--- config.mk ---
export PLATFORM = sky130hd
export DESIGN_NAME = morse_gap_timer
export DESIGN_NICKNAME = d
export VERILOG_FILES = /design/src/rtl/morse_pkg.sv /design/src/rtl/morse_unit_tick.sv /design/src/rtl/morse_gap_timer.sv
export SDC_FILE = /design/constraint.sdc
export NUM_CORES = 1
export LEC_CHECK = 0
export ABC_AREA = 0
export CAP_MARGIN = 25
export CORE_AREA = 2 2 39 41
export CTS_CLUSTER_SIZE = 24
export DETAILED_ROUTE_END_ITERATION = 7
export DIE_AREA = 0 0 41 43
export DONT_BUFFER_PORTS = 1
export REMOVE_ABC_BUFFERS = 1
export SLEW_MARGIN = 20
export SYNTH_ARGS = -nofsm -noshare
export SYNTH_HDL_FRONTEND = slang
export SYNTH_HIERARCHICAL = 1
export SYNTH_SLANG_ARGS = --single-unit
--- constraint.sdc ---
create_clock -name clock -period 1.9 [get_ports clock]
set_input_delay 0.57 -clock clock [delete_from_list [all_inputs] [get_ports clock]]
set_output_delay 0.57 -clock clock [all_outputs]
set_load 0.005 [all_outputs]
--- src/rtl/morse_pkg.sv ---
// Shared definitions for the Morse gap timer: mode encodings, FSM states
// and a parameter sanity helper used at elaboration time.
// Contents: MODE_* gap select codes, state_t enum, gap_fits() helper.
package morse_pkg;

    // Gap select codes carried on the mode input alongside start.
    localparam logic [1:0] MODE_SYM    = 2'b00;  // intra-character gap
    localparam logic [1:0] MODE_LETTER = 2'b01;  // inter-letter gap
    localparam logic [1:0] MODE_WORD   = 2'b10;  // inter-word gap
    localparam logic [1:0] MODE_RSVD   = 2'b11;  // reserved, rejected with err

    // Timer control states.
    typedef enum logic [1:0] {
        ST_IDLE  = 2'd0,
        ST_COUNT = 2'd1,
        ST_DONE  = 2'd2
    } state_t;

    // True when a gap length is non-zero and representable in width bits.
    function automatic bit gap_fits(input int units, input int width);
        if (units <= 0) begin
            return 1'b0;
        end
        if (width >= 31) begin
            return 1'b1;
        end
        return (units < (1 << width));
    endfunction

endpackage : morse_pkg

--- src/rtl/morse_unit_tick.sv ---
// Unit prescaler: divides the clock by UNIT_DIV and emits a one-cycle tick
// on the last cycle of every unit while enable is high.
// Ports: clock, reset (async, active-high), clear (restart the unit),
//        enable (count), tick (one-cycle unit strobe, combinational).
module morse_unit_tick #(
    parameter int UNIT_DIV = 1
) (
    input  logic clock,
    input  logic reset,
    input  logic clear,
    input  logic enable,
    output logic tick
);

    // A divide-by-one prescaler still needs a 1-bit register to stay legal.
    localparam int             PW   = (UNIT_DIV > 1) ? $clog2(UNIT_DIV) : 1;
    localparam logic [PW-1:0]  LAST = PW'(UNIT_DIV - 1);

    logic [PW-1:0] r_cnt;
    logic          w_last;

    assign w_last = (r_cnt == LAST);

    // A clear in the same cycle restarts the unit, so no stale tick leaks out.
    assign tick = enable && !clear && w_last;

    always_ff @(posedge clock or posedge reset) begin
        if (reset) begin
            r_cnt <= '0;
        end else if (clear) begin
            r_cnt <= '0;
        end else if (enable) begin
            if (w_last) begin
                r_cnt <= '0;
            end else begin
                r_cnt <= r_cnt + 1'b1;
            end
        end
    end

endmodule : morse_unit_tick

--- src/rtl/morse_gap_timer.sv ---
// Morse gap timer: times a symbol, letter or word gap of N units, each unit
// UNIT_DIV clocks, and pulses done when the gap elapses.
// Ports: clock, reset (async, active-high); start + mode request a gap,
//        abort cancels it; busy while timing, done/err one-cycle pulses,
//        remaining = whole units left (0 outside COUNT).
module morse_gap_timer
    import morse_pkg::*;
#(
    parameter int CNT_W      = 4,
    parameter int UNIT_DIV   = 1,
    parameter int SYM_GAP    = 1,
    parameter int LETTER_GAP = 3,
    parameter int WORD_GAP   = 7
) (
    input  logic             clock,
    input  logic             reset,
    input  logic             start,
    input  logic [1:0]       mode,
    input  logic             abort,
    output logic             busy,
    output logic             done,
    output logic             err,
    output logic [CNT_W-1:0] remaining
);

    // ------------------------------------------------------------------
    // Elaboration-time parameter checks
    // ------------------------------------------------------------------
    if (!gap_fits(SYM_GAP, CNT_W)) begin : g_bad_sym_gap
        $error("morse_gap_timer: SYM_GAP must be 1..2**CNT_W-1");
    end
    if (!gap_fits(LETTER_GAP, CNT_W)) begin : g_bad_letter_gap
        $error("morse_gap_timer: LETTER_GAP must be 1..2**CNT_W-1");
    end
    if (!gap_fits(WORD_GAP, CNT_W)) begin : g_bad_word_gap
        $error("morse_gap_timer: WORD_GAP must be 1..2**CNT_W-1");
    end
    if (UNIT_DIV < 1 || UNIT_DIV > 65535) begin : g_bad_unit_div
        $error("morse_gap_timer: UNIT_DIV must be 1..65535");
    end

    localparam logic [CNT_W-1:0] N_SYM    = CNT_W'(SYM_GAP);
    localparam logic [CNT_W-1:0] N_LETTER = CNT_W'(LETTER_GAP);
    localparam logic [CNT_W-1:0] N_WORD   = CNT_W'(WORD_GAP);
    localparam logic [CNT_W-1:0] ONE      = CNT_W'(1);

    // ------------------------------------------------------------------
    // State and working signals
    // ------------------------------------------------------------------
    state_t           r_state;
    state_t           w_state_nxt;
    logic [CNT_W-1:0] r_rem;
    logic [CNT_W-1:0] w_rem_nxt;
    logic             r_err;
    logic             w_err_nxt;
    logic [CNT_W-1:0] w_gap_len;
    logic             w_start_ok;
    logic             w_load;
    logic             w_tick;
    logic             w_pre_clear;
    logic             w_pre_en;

    // abort outranks start in every state, including the reserved-mode case.
    assign w_start_ok = start && !abort && (mode != MODE_RSVD);
    assign w_err_nxt  = start && !abort && (mode == MODE_RSVD);

    // Gap length for the requested mode; the reserved code never loads.
    always_comb begin
        w_gap_len = N_SYM;
        case (mode)
            MODE_SYM:    w_gap_len = N_SYM;
            MODE_LETTER: w_gap_len = N_LETTER;
            MODE_WORD:   w_gap_len = N_WORD;
            default:     w_gap_len = N_SYM;
        endcase
    end

    // ------------------------------------------------------------------
    // Unit prescaler
    // ------------------------------------------------------------------
    // Held in clear outside COUNT so every gap starts on a fresh unit, and
    // cleared on a retrigger so the new gap gets full-length units.
    assign w_pre_en    = (r_state == ST_COUNT);
    assign w_pre_clear = w_load || (r_state != ST_COUNT);

    morse_unit_tick #(
        .UNIT_DIV (UNIT_DIV)
    ) u_unit_tick (
        .clock  (clock),
        .reset  (reset),
        .clear  (w_pre_clear),
        .enable (w_pre_en),
        .tick   (w_tick)
    );

    // ------------------------------------------------------------------
    // Next-state / next-count logic
    // ------------------------------------------------------------------
    always_comb begin
        w_state_nxt = r_state;
        w_rem_nxt   = r_rem;
        w_load      = 1'b0;

        case (r_state)
            ST_IDLE: begin
                if (w_start_ok) begin
                    w_load      = 1'b1;
                    w_state_nxt = ST_COUNT;
                    w_rem_nxt   = w_gap_len;
                end
            end

            ST_COUNT: begin
                if (abort) begin
                    w_state_nxt = ST_IDLE;
                    w_rem_nxt   = '0;
                end else if (w_start_ok) begin
                    // Retrigger wins over a coincident final tick, so the
                    // earlier gap never reports done.
                    w_load      = 1'b1;
                    w_state_nxt = ST_COUNT;
                    w_rem_nxt   = w_gap_len;
                end else if (w_tick) begin
                    // Saturating: the decrement is blocked once at zero.
                    if (r_rem <= ONE) begin
                        w_state_nxt = ST_DONE;
                        w_rem_nxt   = '0;
                    end else begin
                        w_rem_nxt   = r_rem - ONE;
                    end
                end
            end

            ST_DONE: begin
                if (w_start_ok) begin
                    w_load      = 1'b1;
                    w_state_nxt = ST_COUNT;
                    w_rem_nxt   = w_gap_len;
                end else begin
                    w_state_nxt = ST_IDLE;
                    w_rem_nxt   = '0;
                end
            end

            default: begin
                w_state_nxt = ST_IDLE;
                w_rem_nxt   = '0;
            end
        endcase
    end

    // ------------------------------------------------------------------
    // Registers
    // ------------------------------------------------------------------
    always_ff @(posedge clock or posedge reset) begin
        if (reset) begin
            r_state <= ST_IDLE;
            r_rem   <= '0;
            r_err   <= 1'b0;
        end else begin
            r_state <= w_state_nxt;
            r_rem   <= w_rem_nxt;
            r_err   <= w_err_nxt;
        end
    end

    // ------------------------------------------------------------------
    // Outputs, all decoded from registered state
    // ------------------------------------------------------------------
    assign busy      = (r_state == ST_COUNT);
    assign done      = (r_state == ST_DONE);
    assign err       = r_err;
    assign remaining = r_rem;

endmodule : morse_gap_timer

==> results of run 1 <==
==> metrics by stage <==
step,util [%],cells,cell area (um^2),hold WS (ns)
finish,45.8,84,633,0.116
global route,45.8,84,633,0.123
CTS,45.8,84,633,0.125
detailed placement,43.8,80,606,0.410
global placement,43.8,80,606,0.409
floorplan,-,56,526,0.373
==> cells in the mapped netlist, types with 2 or more instances <==
cell type,number,area share (%)
nand2_1,7,5.0
o21ai_0,2,1.9
nor3_1,4,3.8
ha_1,4,9.5
dfrtp_1,7,33
inv_1,5,3.6
nor2_1,4,2.9
==> flip-flops by register name, summed over array words and instances (netlist names) <==
| name | cells |
|---|---|
| remaining | 4 |
| err | 1 |
| r_state | 2 |
==> logic make-up after synthesis <==
logic type / Yosys count / share of synthesized area (%)
flops: 7 / 33.3
xor+xnor: 1 / 1.67
simple gates: 26 / 32.4
buf+inv: 5 / 3.57
fa+ha+maj: 4 / 9.52
compound gates: 13 / 19.5
==> area by class of cell <==
cell class                 count  area [um^2]  area share, %
timing repair buffer           8         60.1           9.49
tap                           16         20.0           3.16
multi-input combinational     44          332           52.4
sequential                     7          175           27.7
inverter                       5         18.8           2.96
clock buffer                   3         22.5           3.56
clock inverter                 1         5.00          0.791
==> worst paths after layout <==
kind	startpoint	endpoint	slack, ns	cells past startpoint
hold / removal	reset	remaining[2]$_DFFE_PP0P_	0.12	1
setup reg to reg	r_state[1]$_DFFE_PP0P_	remaining[3]$_DFFE_PP0P_	0.27	7
hold reg to reg	remaining[3]$_DFFE_PP0P_	r_state[1]$_DFFE_PP0P_	0.60	1
setup / recovery	mode[0]	remaining[2]$_DFFE_PP0P_	0.11	9
max in group asynchronous	reset	remaining[1]$_DFFE_PP0P_	1.56	1
min in group clock	abort	r_state[0]$_DFFE_PP0P_	0.47	2
==> worst max-delay path, cell delays in order <==
cell and delay [ns]:
ha_1 0.18, or3b_1 0.39, nand2_1 0.12, nor2b_4 0.05, o21a_1 0.16, nor3_1 0.15, buf_4 0.15, o21bai_1 0.10
a21o_1 0.13
==> power by group through the flow <==
stage | clock (mW) | sequential (mW) | combinational [mW]
finish | 0.142 | 0.184 | 0.141
global route | 0.158 | 0.187 | 0.162
CTS | 0.145 | 0.185 | 0.143
detailed placement | 0 | 0.187 | 0.139
global placement | 0 | 0.187 | 0.139
floorplan | 0 | 0.183 | 0.103
==> metal layers <==
layer	GRT usage, %	vias to the layer above	wire [um]
li1	-	227	-
met4	12.0	0	26
met5	0	-	0
met3	4.71	6	93
met1	20.4	208	463
met2	22.8	27	540
==> key figures, run 1 <==
Global routing
  – Gr usage total: 16.4%
  – Largest net degree at the start of global routing: 8
  – GRT overflow: 0
  – Initial antenna violation count: 0
  – First-pass GRT wire length: 1920 um
  – Vias in the first global route: 456

Place
  – GPL Wtd Cong: 0.801
  – PortBufs: 0
  – Setup WS pre-CTS: -0.146 ns
  – Post-detail-place hpwl: 884 um

STA
  – Setup ws final: 0.107 ns
  – Fmax: 558 MHz
  – Final Hold Fails: 0
  – Post-route clock skew: 0.0113 ns
  – Period Utilization, post-route: 94.3%
  – Min Tclk post-route: 1.79 ns
  – Slew margin rel.: 72.9%
  – TNS Setup: 0 ns
  – Fin. max-slew vios: 0
  – Unrepaired setup endpoints after global routing: no
  – Tightest Pin Transition: 0.403 ns
  – Finish-stage setup viols: 0

Clock network
  – H-tree Lvls: 1
  – Clk pin slew, worst setup/hold paths: 0.06 ns
  – Sink Count: 7
  – Post-CTS Setup Inserts: 0
  – Hold Buf Count CTS: 0
  – Clk root buf: clkbuf_4
  – Max clock buf depth: 2
  – Num CTS Buffers: 3
  – Worst skew pair latency: 0.26 ns
  – Post-cts repair resize count: 0
  – CTS tree: yes

Power
  – Total Power: 467 uW
  – VDD IR-drop max: 0.000295 V
  – Logic pwr share: 30.2%
  – Leakage: 0.311 nW
  – Sw Share: 34.4%
  – Pint: 306 uW
  – Psw: 161 uW
  – Power per cell area: 737 nW/um^2
  – Sequential power share: 39.4%
  – Clk pwr share: 30.4%

Floorplan
  – FP Rows: 14
  – Initial core utilization: 38.0%
  – Die Ht: 43 um
  – Boundary pin count: 13
  – Core Region: 1380 um^2
  – Die width: 41 um
  – Die area: 1760 um^2

Synthesis
  – Synth Flop Type: dfrtp_1
  – Mapped Area: 526 um^2
  – Post-synth EDFFs: 0
  – Synth Warn #: 6
  – #FFs+latches synth: 7
  – Unique masters post-synth: 30
  – Register area share after synthesis: 33.3%
  – Mean Syn Cell Area: 9.38 um^2
  – Synth Instances: 56
  – Async SR Flop Fraction: 100%

Route
  – TritonRoute pass-1 iters: 5
  – Total routed wirelength: 1120 um
  – Initial drt markers: 14
  – Vias: 468
  – DRC viols: 0
  – Post-DRT Antenna Nets: 0
  – Routed WL per cell: 13.4 um
  – DR vias/cell: 5.57

Final layout
  – Ant diodes: 0
  – Fraction of layout cells with a size suffix above 1: 25.0%
  – Commonest cells after routing, fill and taps aside: 8 x buf_4, 7 x nand2_1, 7 x dfrtp_1, 5 x inv_1
  – Most common cell after layout, fill and taps aside: buf_4
  – Area growth syn-to-layout: 20.5%
  – Nets: 79
  – Fill cell count: 135

Setup path
  – Worst EP arrival: 2.00 ns
  – Crit. End Element: flip-flop
  – Critical Path Source Type: primary input
  – Worst path required time: 2.11 ns
  – Critical path class: primary input to flip-flop
  – CP Max Fanout: 3

Worst hold path
  – Min-delay worst type: primary input to asynchronous set/reset pin

Status
  – Outcome: complete, no violations

Run
  – Max-capacitance violation count: 0
Power figures use the tool's default switching activity.
==> run 2, diff against run 1 <==
- RECOVER_POWER: default -> 50
- REMOVE_ABC_BUFFERS: 1 -> default
- clock period: 1.9 -> 2 ns (I/O delays scaled with it)
==> key figures, run 2 (synthesis results as in run 1) <==
Status
  – Outcome: complete, no violations

Power
  – Power per cell area: 695 nW/um^2 (-5.7%)
  – Logic pwr share: 29.1% (-1.1 points)
  – Leakage: 0.297 nW (-4.6%)
  – Sequential power share: 41.1% (+1.7 points)
  – Pint: 288 uW (-6.0%)
  – Clk pwr share: 29.9% (-0.5 points)
  – Sw Share: 33.3% (-1.1 points)
  – VDD IR-drop max: 0.000428 V (+45%)
  – Psw: 144 uW (-10%)

Clock network
  – CTS tree: yes
  – Sink Count: 7 (unchanged)
  – Clk pin slew, worst setup/hold paths: 0.05 ns (about the same)
  – Post-CTS Setup Inserts: 0 (unchanged)
  – Hold Buf Count CTS: 0 (unchanged)
  – Post-cts repair resize count: 0 (unchanged)
  – Worst skew pair latency: 0.25 ns (about the same)
  – Num CTS Buffers: 3 (unchanged)
  – Clk root buf: clkbuf_4
  – Max clock buf depth: 2 (unchanged)
  – H-tree Lvls: 1 (unchanged)

Place
  – Post-detail-place hpwl: 884 um (about the same)
  – Area after DPL: 598 um^2 (-1.2%)
  – PortBufs: 0 (unchanged)
  – GPL Wtd Cong: 0.890 (+11%)

Floorplan
  – Die width: 41 um (unchanged)
  – Die Ht: 43 um (unchanged)
  – Core Region: 1380 um^2 (unchanged)
  – Die area: 1760 um^2 (unchanged)
  – Boundary pin count: 13 (unchanged)
  – Initial core utilization: 38.0% (unchanged)
  – FP Rows: 14 (unchanged)

Route
  – Post-DRT Antenna Nets: 0 (unchanged)
  – Total routed wirelength: 1130 um (+0.44%)
  – DRC viols: 0 (unchanged)
  – TritonRoute pass-1 iters: 4 (-1)
  – Vias: 441 (-5.8%)
  – Routed WL per cell: 13.8 um (+2.9%)
  – DR vias/cell: 5.38 (-3.5%)
  – Initial drt markers: 7 (-7)

STA
  – Period Utilization, post-route: 89.0%
  – Fmax: 562 MHz
  – Finish-stage setup viols: 0 (unchanged)
  – Unrepaired setup endpoints after global routing: no
  – Fin. max-slew vios: 0 (unchanged)
  – Min Tclk post-route: 1.78 ns
  – Final Hold Fails: 0 (unchanged)
  – Post-route clock skew: 0.00372 ns (-0.00755 ns)
  – Slew margin rel.: 74.0% (+1.1 points)
  – TNS Setup: 0 ns (unchanged)
  – Tightest Pin Transition: 0.386 ns (-0.0170 ns)

Setup path
  – Worst R2R Setup Slack: 0.36 ns (+0.09 ns)
  – CP max-delay cell: or3b_1
  – Critical path class: primary input to flip-flop
  – Crit path cell chain: ha_1, or3b_1, nand2_2, nor2b_4, o21a_1, nor3_2, o21bai_1, a21o_1
  – CP Max Fanout: 3 (unchanged)
  – RR Startpoint: r_state[1]$_DFFE_PP0P_
  – Critical Path Source Type: primary input
  – Crit path max-delay family: simple AND/OR/NAND/NOR gates
  – Worst EP arrival: 1.97 ns (-0.03 ns)
  – Crit. End Element: flip-flop
  – FF-to-FF End: remaining[3]$_DFFE_PP0P_
  – Worst path required time: 2.19 ns (+0.08 ns)
  – Max incr delay on CP: 0.41 ns (+0.02 ns)
  – Worst Path Buf+Inv: 0 (-1)
  – Worst Reg-to-Reg Cells: 7 (unchanged)

Final layout
  – Commonest cells after routing, fill and taps aside: 7 x dfrtp_1, 6 x nand2_1, 5 x inv_1, 5 x buf_4
  – Max FFs per register: 4 (unchanged)
  – Most common cell after layout, fill and taps aside: dfrtp_1
  – Ant diodes: 0 (unchanged)
  – Post-layout util: 44.8% (-0.90 points)
  – Fill cell count: 133 (-1.5%)
  – Final Cell Area: 621 um^2 (-2.0%)
  – Sequential cell area: 175 um^2 (unchanged)
  – Area growth syn-to-layout: 18.1%
  – Fraction of layout cells with a size suffix above 1: 22.7% (-2.3 points)
  – Nets: 77 (-2.5%)
  – Multi-input logic area: 339 um^2 (+2.3%)

Global routing
  – Gr usage total: 16.4% (+0.017 points)
  – First-pass GRT wire length: 1900 um (-0.73%)
  – GRT overflow: 0 (unchanged)
  – Initial antenna violation count: 0 (unchanged)
  – Vias in the first global route: 433 (-5.0%)
  – Largest net degree at the start of global routing: 8 (unchanged)

Run
  – Max-capacitance violation count: 0 (unchanged)

Synthesis
  – Syn Nets: 66

Worst hold path
  – Min-delay worst type: primary input to asynchronous set/reset pin
## run 2: changes by cell type in the layout (fill, tap and decap cells not counted)
| cell | previous run | this run |
|---|---|---|
| buf_4 | 8 | 5 |
| clkbuf_1 | 0 | 2 |
| clkinv_2 | 1 | 0 |
| nand2_1 | 7 | 6 |
| nand2_2 | 0 | 1 |
| nor3_1 | 4 | 3 |
| nor3_2 | 0 | 1 |
## run 2: worst max path at each step
stage / from / to / slack [ns] / depth (start not counted)
detailed placement: mode[0] / remaining[2]$_DFFE_PP0P_ / -0.05 / 8
global route: mode[0] / remaining[2]$_DFFE_PP0P_ / 0.12 / 8
finish: mode[0] / remaining[2]$_DFFE_PP0P_ / 0.22 / 8
CTS: mode[0] / remaining[2]$_DFFE_PP0P_ / 0.21 / 8
global placement: mode[0] / remaining[2]$_DFFE_PP0P_ / -0.06 / 8
floorplan: mode[0] / remaining[2]$_DFFE_PP0P_ / 0.006 / 8
## run 2: through the flow
stage | std cells | worst slack (ns) | hold slack, ns | total power [mW]
after floorplan | 56 | 0.00552 | 0.403 | 0.274
after global placement | 78 | -0.0647 | 0.430 | 0.305
after detailed placement | 78 | -0.0499 | 0.433 | 0.306
after CTS | 82 | 0.208 | 0.162 | 0.436
after global routing | 82 | 0.116 | 0.165 | 0.464
final | 82 | 0.220 | 0.160 | 0.431
## run 2: worst reg2reg max path: stages, from the launching register on
cell and delay, ns:
dfrtp_1 0.39, and2b_4 0.30, nand2_2 0.07, nor2b_4 0.11, buf_4 0.14, nand4b_4 0.11
buf_4 0.16, o31ai_1 0.25
## run 2: per-layer routing
metal	up-vias	GRT usage, %	share of wire (%)
li1	223	-	-
met1	203	19.2	44
met2	13	24.4	50
met3	2	8.90	5.0
met4	0	6.00	0.97
met5	-	0	0
## run 2: final cells by class
type | count | area share, %
timing repair buffer | 6 | 6.65
tap | 16 | 3.23
sequential | 7 | 28.2
inverter | 5 | 3.02
clock buffer | 4 | 4.23
multi-input combinational | 44 | 54.6
## run 2: power by group through the flow
stage	clock, mW	sequential (mW)	combinational (mW)
floorplan	0	0.174	0.0998
global placement	0	0.179	0.126
detailed placement	0	0.180	0.126
CTS	0.130	0.177	0.128
global route	0.141	0.179	0.144
finish	0.129	0.177	0.125
